$ cat src/rtl/dwc_pkg.sv
// Shared types for the command-path upsizer: pack FSM states and the default-width beat record.
// Default widths can be overridden at build time through DWC_PKG_IN_W / DWC_PKG_OUT_W.
`ifndef DWC_PKG_IN_W
`define DWC_PKG_IN_W 32
`endif
`ifndef DWC_PKG_OUT_W
`define DWC_PKG_OUT_W 128
`endif

package dwc_pkg;

    localparam int DWC_IN_W  = `DWC_PKG_IN_W;
    localparam int DWC_OUT_W = `DWC_PKG_OUT_W;
    localparam int DWC_RATIO = DWC_OUT_W / DWC_IN_W;

    typedef enum logic [1:0] {
        IDLE  = 2'b00,
        FILL  = 2'b01,
        FLUSH = 2'b10
    } pack_state_e;

    typedef struct packed {
        logic [DWC_OUT_W-1:0] data;
        logic [DWC_RATIO-1:0] keep;
        logic                 last;
    } dwc_beat_t;

    // Counter/pointer width that stays legal (>=1 bit) when only one value is needed.
    function automatic int dwc_cnt_w(input int n);
        return (n > 1) ? $clog2(n) : 1;
    endfunction

endpackage

$ cat src/rtl/dwc_beat_fifo.sv
// Synchronous FIFO of packed beats, DEPTH entries; an entry is visible on pop_dat the cycle after push.
// Backpressure: push is dropped when full (callers gate on full); full/empty/fill come straight from flops.
module dwc_beat_fifo
    import dwc_pkg::*;
#(
    parameter int W      = 8,
    parameter int DEPTH  = 2,
    parameter int FILL_W = $clog2(DEPTH + 1)
) (
    input  logic              clk,
    input  logic              rst_n,
    input  logic              push_vld,
    input  logic [W-1:0]      push_dat,
    input  logic              pop_rdy,
    output logic [W-1:0]      pop_dat,
    output logic              full,
    output logic              empty,
    output logic [FILL_W-1:0] fill
);
    localparam int               PTR_W   = dwc_cnt_w(DEPTH);
    localparam logic [PTR_W-1:0] PTR_MAX = PTR_W'(DEPTH - 1);

    logic [W-1:0]      mem_q [DEPTH];
    logic [W-1:0]      mem_d [DEPTH];
    logic [PTR_W-1:0]  wr_ptr_q, wr_ptr_d;
    logic [PTR_W-1:0]  rd_ptr_q, rd_ptr_d;
    logic [FILL_W-1:0] cnt_q, cnt_d;
    logic              push_ok, pop_ok;

    assign full    = (cnt_q == FILL_W'(DEPTH));
    assign empty   = (cnt_q == '0);
    assign fill    = cnt_q;
    assign pop_dat = mem_q[rd_ptr_q];
    assign push_ok = push_vld && !full;
    assign pop_ok  = pop_rdy && !empty;

    always_comb begin
        mem_d    = mem_q;
        wr_ptr_d = wr_ptr_q;
        rd_ptr_d = rd_ptr_q;
        cnt_d    = cnt_q;
        if (push_ok) begin
            mem_d[wr_ptr_q] = push_dat;
            wr_ptr_d        = (wr_ptr_q == PTR_MAX) ? '0 : wr_ptr_q + PTR_W'(1);
        end
        if (pop_ok) begin
            rd_ptr_d = (rd_ptr_q == PTR_MAX) ? '0 : rd_ptr_q + PTR_W'(1);
        end
        if (push_ok && !pop_ok) begin
            cnt_d = cnt_q + FILL_W'(1);
        end else if (!push_ok && pop_ok) begin
            cnt_d = cnt_q - FILL_W'(1);
        end
    end

    always_ff @(posedge clk or negedge rst_n) begin
        if (!rst_n) begin
            for (int i = 0; i < DEPTH; i++) begin
                mem_q[i] <= '0;
            end
            wr_ptr_q <= '0;
            rd_ptr_q <= '0;
            cnt_q    <= '0;
        end else begin
            mem_q    <= mem_d;
            wr_ptr_q <= wr_ptr_d;
            rd_ptr_q <= rd_ptr_d;
            cnt_q    <= cnt_d;
        end
    end

endmodule

$ cat src/rtl/dwc_cmd_upsizer.sv
// Packs IN_W command words into OUT_W beats with keep/last; optional idle flush under `define DWC_CMD_TIMEOUT_EN.
// Latency: closing word to m_valid is 1 cycle; s_ready is registered and drops while the beat buffer is full.
module dwc_cmd_upsizer
    import dwc_pkg::*;
#(
    parameter int IN_W      = DWC_IN_W,
    parameter int OUT_W     = DWC_OUT_W,
    parameter int RATIO     = OUT_W / IN_W,
    parameter int OUT_DEPTH = 2,
    parameter int TIMEOUT   = 16
) (
    input  logic                           clk,
    input  logic                           rst_n,
    input  logic                           s_valid,
    output logic                           s_ready,
    input  logic [IN_W-1:0]                s_data,
    input  logic                           s_last,
    output logic                           m_valid,
    input  logic                           m_ready,
    output logic [OUT_W-1:0]               m_data,
    output logic [RATIO-1:0]               m_keep,
    output logic                           m_last,
    output logic [1:0]                     state,
    output logic [$clog2(OUT_DEPTH+1)-1:0] fill
);
    localparam int               CNT_W    = dwc_cnt_w(RATIO);
    localparam logic [CNT_W-1:0] LAST_CNT = CNT_W'(RATIO - 1);

    typedef struct packed {
        logic [OUT_W-1:0] data;
        logic [RATIO-1:0] keep;
        logic             last;
    } beat_t;

    if (OUT_W % IN_W != 0) begin : g_bad_width
        $error("dwc_cmd_upsizer: OUT_W must be a multiple of IN_W");
    end
    if (RATIO < 1 || RATIO * IN_W != OUT_W) begin : g_bad_ratio
        $error("dwc_cmd_upsizer: RATIO is derived as OUT_W/IN_W and must not be overridden");
    end
    if (OUT_DEPTH < 2) begin : g_bad_depth
        $error("dwc_cmd_upsizer: OUT_DEPTH must be at least 2");
    end
    if (TIMEOUT < 1) begin : g_bad_timeout
        $error("dwc_cmd_upsizer: TIMEOUT must be at least 1");
    end

    pack_state_e      state_q, state_d;
    logic [CNT_W-1:0] word_cnt_q, word_cnt_d;
    logic [OUT_W-1:0] pack_q, pack_d, pack_nxt;
    logic             rdy_en_q, rdy_en_d;
    logic [CNT_W:0]   n_words;
    logic             acc, closes, tmo, push;
    logic             buf_full, buf_empty;
    beat_t            beat_in, beat_out;

    // Only registered terms here, so m_ready never reaches s_ready combinationally.
    assign s_ready = rdy_en_q && !buf_full && (state_q != FLUSH);
    assign acc     = s_valid && s_ready;
    assign closes  = acc && (s_last || (word_cnt_q == LAST_CNT));
    assign push    = closes || ((tmo || state_q == FLUSH) && !buf_full);

`ifdef DWC_CMD_TIMEOUT_EN
    localparam int TMO_W = $clog2(TIMEOUT + 1);

    logic [TMO_W-1:0] idle_q, idle_d;

    // Fires on the TIMEOUT-th consecutive idle cycle in FILL; an accept always wins.
    always_comb begin
        tmo    = (state_q == FILL) && !acc && (idle_q == TMO_W'(TIMEOUT - 1));
        idle_d = '0;
        if (state_q == FILL && !acc && !tmo) begin
            idle_d = idle_q + TMO_W'(1);
        end
    end

    always_ff @(posedge clk or negedge rst_n) begin
        if (!rst_n) begin
            idle_q <= '0;
        end else begin
            idle_q <= idle_d;
        end
    end
`else
    assign tmo = 1'b0;
`endif

    always_comb begin
        rdy_en_d = 1'b1;
        pack_nxt = pack_q;
        if (acc) begin
            pack_nxt[word_cnt_q * IN_W +: IN_W] = s_data;
        end
        n_words = {1'b0, word_cnt_q} + {{CNT_W{1'b0}}, acc};

        beat_in      = '0;
        beat_in.data = pack_nxt;
        beat_in.last = acc && s_last;
        for (int i = 0; i < RATIO; i++) begin
            beat_in.keep[i] = ((CNT_W + 1)'(i) < n_words);
        end

        // Clearing the pack register on every push keeps unused words of the next beat zero.
        state_d    = state_q;
        word_cnt_d = word_cnt_q;
        pack_d     = pack_nxt;
        if (push) begin
            pack_d     = '0;
            word_cnt_d = '0;
            state_d    = IDLE;
        end else if (acc) begin
            word_cnt_d = word_cnt_q + CNT_W'(1);
            state_d    = FILL;
        end else if (tmo) begin
            state_d = FLUSH;
        end
    end

    always_ff @(posedge clk or negedge rst_n) begin
        if (!rst_n) begin
            state_q    <= IDLE;
            word_cnt_q <= '0;
            pack_q     <= '0;
            rdy_en_q   <= 1'b0;
        end else begin
            state_q    <= state_d;
            word_cnt_q <= word_cnt_d;
            pack_q     <= pack_d;
            rdy_en_q   <= rdy_en_d;
        end
    end

    dwc_beat_fifo #(
        .W     ($bits(beat_t)),
        .DEPTH (OUT_DEPTH)
    ) u_beat_fifo (
        .clk      (clk),
        .rst_n    (rst_n),
        .push_vld (push),
        .push_dat (beat_in),
        .pop_rdy  (m_ready),
        .pop_dat  (beat_out),
        .full     (buf_full),
        .empty    (buf_empty),
        .fill     (fill)
    );

    assign m_valid = !buf_empty;
    assign m_data  = m_valid ? beat_out.data : '0;
    assign m_keep  = m_valid ? beat_out.keep : '0;
    assign m_last  = m_valid && beat_out.last;
    assign state   = state_q;

endmodule

$ cat config.mk
export PLATFORM = sky130hd
export DESIGN_NAME = dwc_cmd_upsizer
export DESIGN_NICKNAME = d
export VERILOG_FILES = /design/src/rtl/dwc_pkg.sv /design/src/rtl/dwc_beat_fifo.sv /design/src/rtl/dwc_cmd_upsizer.sv
export SDC_FILE = /design/constraint.sdc
export NUM_CORES = 1
export LEC_CHECK = 0
export CAP_MARGIN = 0
export CORE_UTILIZATION = 39
export CTS_CLUSTER_SIZE = 28
export DETAILED_ROUTE_END_ITERATION = 10
export PLACE_DENSITY_LB_ADDON = 0.3
export RECOVER_POWER = 100
export SYNTH_ARGS = -nofsm -noshare
export SYNTH_HDL_FRONTEND = slang
export SYNTH_SLANG_ARGS = --single-unit
$ cat constraint.sdc
create_clock -name clk -period 4.45 [get_ports clk]
set_input_delay 0.445 -clock clk [delete_from_list [all_inputs] [get_ports clk]]
set_output_delay 0.445 -clock clk [all_outputs]
set_load 0.005 [all_outputs]
==> impl_metrics.env <==
export IMPL_num_fill_cells=4473
export IMPL_grt_first_pass_wirelength_um=83800
export IMPL_vias=14700
export IMPL_synth_warning_count=0
export IMPL_max_clock_freq_mhz=257
export IMPL_grt_antenna_before_repair=0
export IMPL_vdd_ir_drop_worst_mv=0.354
export IMPL_worstPathRequired_ns=4.01
export IMPL_fp_dieArea_sq_mm=0.0483
export IMPL_timing_worst_slew_pin_value_ns=2.51
export IMPL_timing_worst_setup_path_type="flop to output pin"
export IMPL_setup_tns_final_ns=0
export IMPL_netlist_cell_type_count=42
export IMPL_cts_tree="yes"
export IMPL_detailedRoute_firstIterationViolations=1324
export IMPL_hold_path_end="u_beat_fifo.mem_q[157]"
export IMPL_io_pins=176
export IMPL_layout_worst_path_cycle_share=0.874
export IMPL_chipHeight_um=220
export IMPL_pin_count_of_the_biggest_net_entering_global_routing=119
export IMPL_area_delta_synth_final_pct=19.6
export IMPL_reg_to_reg_startpoint="word_cnt_q[0]"
export IMPL_cts_htree_levels=2
export IMPL_num_rows=79
export IMPL_cts_root_buffer="clkbuf_16"
export IMPL_power_density_cell_area_mw_per_mm2=620
export IMPL_final_core_occ=0.474
export IMPL_end_of_the_worst_register_to_register_path="u_beat_fifo.mem_q[123]"
export IMPL_initial_core_util=0.396
export IMPL_synth_seq_cells=402
export IMPL_failed_checks="design-rule violations, max-capacitance violations, max-slew violations"
export IMPL_rsz0062_at_grt="false"
export IMPL_mappedNetlistNets=2005
export IMPL_layout_cell_share_with_drive_strength_beyond_1=0.0591
export IMPL_gp_congestion=0.844
export IMPL_worst_hold_slack_ns=0.475
export IMPL_synthArstFlopShare=1.00
export IMPL_fp_dieW_um=220
export IMPL_syn_instance_count=1959
export IMPL_post_cts_setup_buffer_count=0
export IMPL_total_standard_cell_area_after_synthesis_sq_mm=0.0185
export IMPL_via_per_inst=5.45
export IMPL_ant_nets=0
export IMPL_setup_viol_count_final=0
export IMPL_antenna_cells=0
export IMPL_yosysSeqAreaShare=0.544
export IMPL_post_place_cells=2607
export IMPL_crit_slowest_cell="dfrtp_2"
export IMPL_layout_setup_ws_ns=0.559
export IMPL_timing_slew_headroom=-0.671
export IMPL_path_cells="buf_4 > mux2i_1 > nor2_1 > dlygate4sd3_1"
export IMPL_grt_util_all_layers=0.228
export IMPL_synth_edff_count=0
export IMPL_post_route_cell_area_sq_mm=0.0221
export IMPL_numClockSinks=402
export IMPL_dp_final_hpwl_um=34300
export IMPL_synth_common_cells="dfrtp_1, nand2_1, o21ai_0"
export IMPL_cpPeakStageDelay_ns=1.32
export IMPL_hold_path_class="flop to flop"
export IMPL_cp_arrival_ns=3.45
export IMPL_critical_path_max_fanout=39
export IMPL_postSynth_topFlopCell="dfrtp_1"
export IMPL_status="complete, but fails checks"
export IMPL_place_area_sq_mm=0.0207
export IMPL_layout_cells_non_filler=2687
export IMPL_maxSlewViolCount=95
export IMPL_hold_viol=0
export IMPL_holdPathStages=2
export IMPL_worst_skew_pair_late_latency_ns=0.56
export IMPL_cts_inserted_buffers=43
export IMPL_fp_coreArea_sq_mm=0.0467
export IMPL_totalPowerFinal_mw=13.7
export IMPL_totalWireLength_um=54200
export IMPL_port_buffers=174
export IMPL_vias_in_the_first_global_route=14200
export IMPL_timing_hold_worst_start="u_beat_fifo.mem_q[157]"
export IMPL_worst_setup_hold_path_clk_slew_ns=0.06
export IMPL_reg2reg_slack_ns=0.86
export IMPL_timing_max_cap_violations=1
export IMPL_synth_area_leader_cell="dfrtp_1"
export IMPL_worstRegToRegCells=8
export IMPL_static_leakage_power_nw=10.2
export IMPL_remaining_drc_errors=26
export IMPL_pre_cts_slack_ns=1.25
export IMPL_endpoint_kind="output pin"
export IMPL_synth_avg_cell_area_sq_um=9.44
export IMPL_clock_tree_buffer_depth=3
export IMPL_detailedRoute_firstPassIterationCount=9
export IMPL_timing_critical_path_from_type="flop"
export IMPL_final_min_clock_period_ns=3.89
export IMPL_grt_overflow_total=0
export IMPL_avgRoutedWirePerCell_um=20.2
export IMPL_yosysMostFrequentCell="dfrtp_1"
export IMPL_design_final_nets=2092
export IMPL_fin_skew_ns=0.0119
export IMPL_synth_largest_type_area_fraction=0.544
export IMPL_top_area_cells_in_the_synthesized_netlist="dfrtp_1, mux2i_1, nand2_1"
[area by class of cell]
cell class	count	area, sq um	share of cell area
clock buffer	64	1330	0.0600
clock inverter	15	178	0.00803
inverter	11	41.3	0.00187
multi-input combinational	1377	7690	0.348
sequential	402	10100	0.455
tap	607	759	0.0343
timing repair buffer	211	2060	0.0931
[state kept, by name, summed over array words and instances (netlist names)]
register / flops
pack_q: 128
rdy_en_q: 1
state: 1
u_beat_fifo.fill: 2
u_beat_fifo.mem_q: 266
u_beat_fifo.rd_ptr_q: 1
u_beat_fifo.wr_ptr_q: 1
word_cnt_q: 2
[where the power goes]
part           switching (mW)  internal [mW]
clock network            1.46           2.29
logic                    2.81           1.97
registers               0.618           4.55
[layer usage]
metal | part of all wire | global-route usage | vias to the layer above | wire (um)
met1 | 0.45 | 0.323 | 7223 | 24500
met5 | 0 | 0 | - | 0
met4 | 0.039 | 0.0961 | 0 | 2090
li1 | - | - | 6879 | -
met3 | 0.057 | 0.0385 | 101 | 3080
met2 | 0.45 | 0.343 | 449 | 24500
[placed cells by master (no fill, tap or decap), types with 3 or more instances in the layout]
master,count
dfrtp_1,401
nand2_1,311
o21ai_0,201
nor2_1,167
mux2i_1,133
a21oi_1,132
dlygate4sd3_1,131
nor2b_1,126
nand3_1,102
a31oi_1,60
o22a_1,58
clkbuf_16,45
clkdlybuf4s50_1,43
o22ai_1,27
buf_4,24
clkbuf_8,13
inv_1,11
clkinv_2,10
ha_1,8
clkbuf_1,8
clkbuf_2,6
nor3_1,5
buf_12,5
bufinv_16,4
nor2_4,3
nor4b_1,3
xnor2_1,3
o221a_2,3
a22oi_1,3
[critical path, delay by kind of cell, from the launching register on]
kind                   cells  cell delay [ns]
DFF                        1             1.32
buffers and inverters      2             1.11
muxes                      1             0.33
and+or+nand+nor            1             0.06
[kinds of logic (layout without fill, tap and decap cells)]
| family | after synthesis | count (layout) | synth area share |
|---|---|---|---|
| buf+inv | 180 | 301 | 0.0421 |
| fa+ha+maj | 9 | 9 | 0.00609 |
| compound gates | 490 | 490 | 0.153 |
| other cells | 2 | 2 | 0.000406 |
| simple gates | 736 | 736 | 0.179 |
| mux | 135 | 135 | 0.0732 |
| xor+xnor | 5 | 5 | 0.00237 |
| flops | 402 | 402 | 0.544 |
[worst max-delay path by stage]
stage,endpoint,start,cells past startpoint,slack [ns]
floorplan,u_beat_fifo.mem_q[123],word_cnt_q[0],9,2.13
global placement,u_beat_fifo.fill[1],s_valid,8,1.26
detailed placement,u_beat_fifo.mem_q[222],word_cnt_q[0],8,1.25
CTS,m_data[7],u_beat_fifo.fill[0],4,0.98
global route,m_data[7],u_beat_fifo.fill[0],4,0.44
finish,m_data[99],u_beat_fifo.rd_ptr_q,4,0.56
[timing repair]
item                                   in CTS  in global routing
endpoints found under the hold margin      92                  0
hold buffers                                1                  0
gates resized for setup                     0                  0
Note: power is estimated with default switching activity, not from simulation.
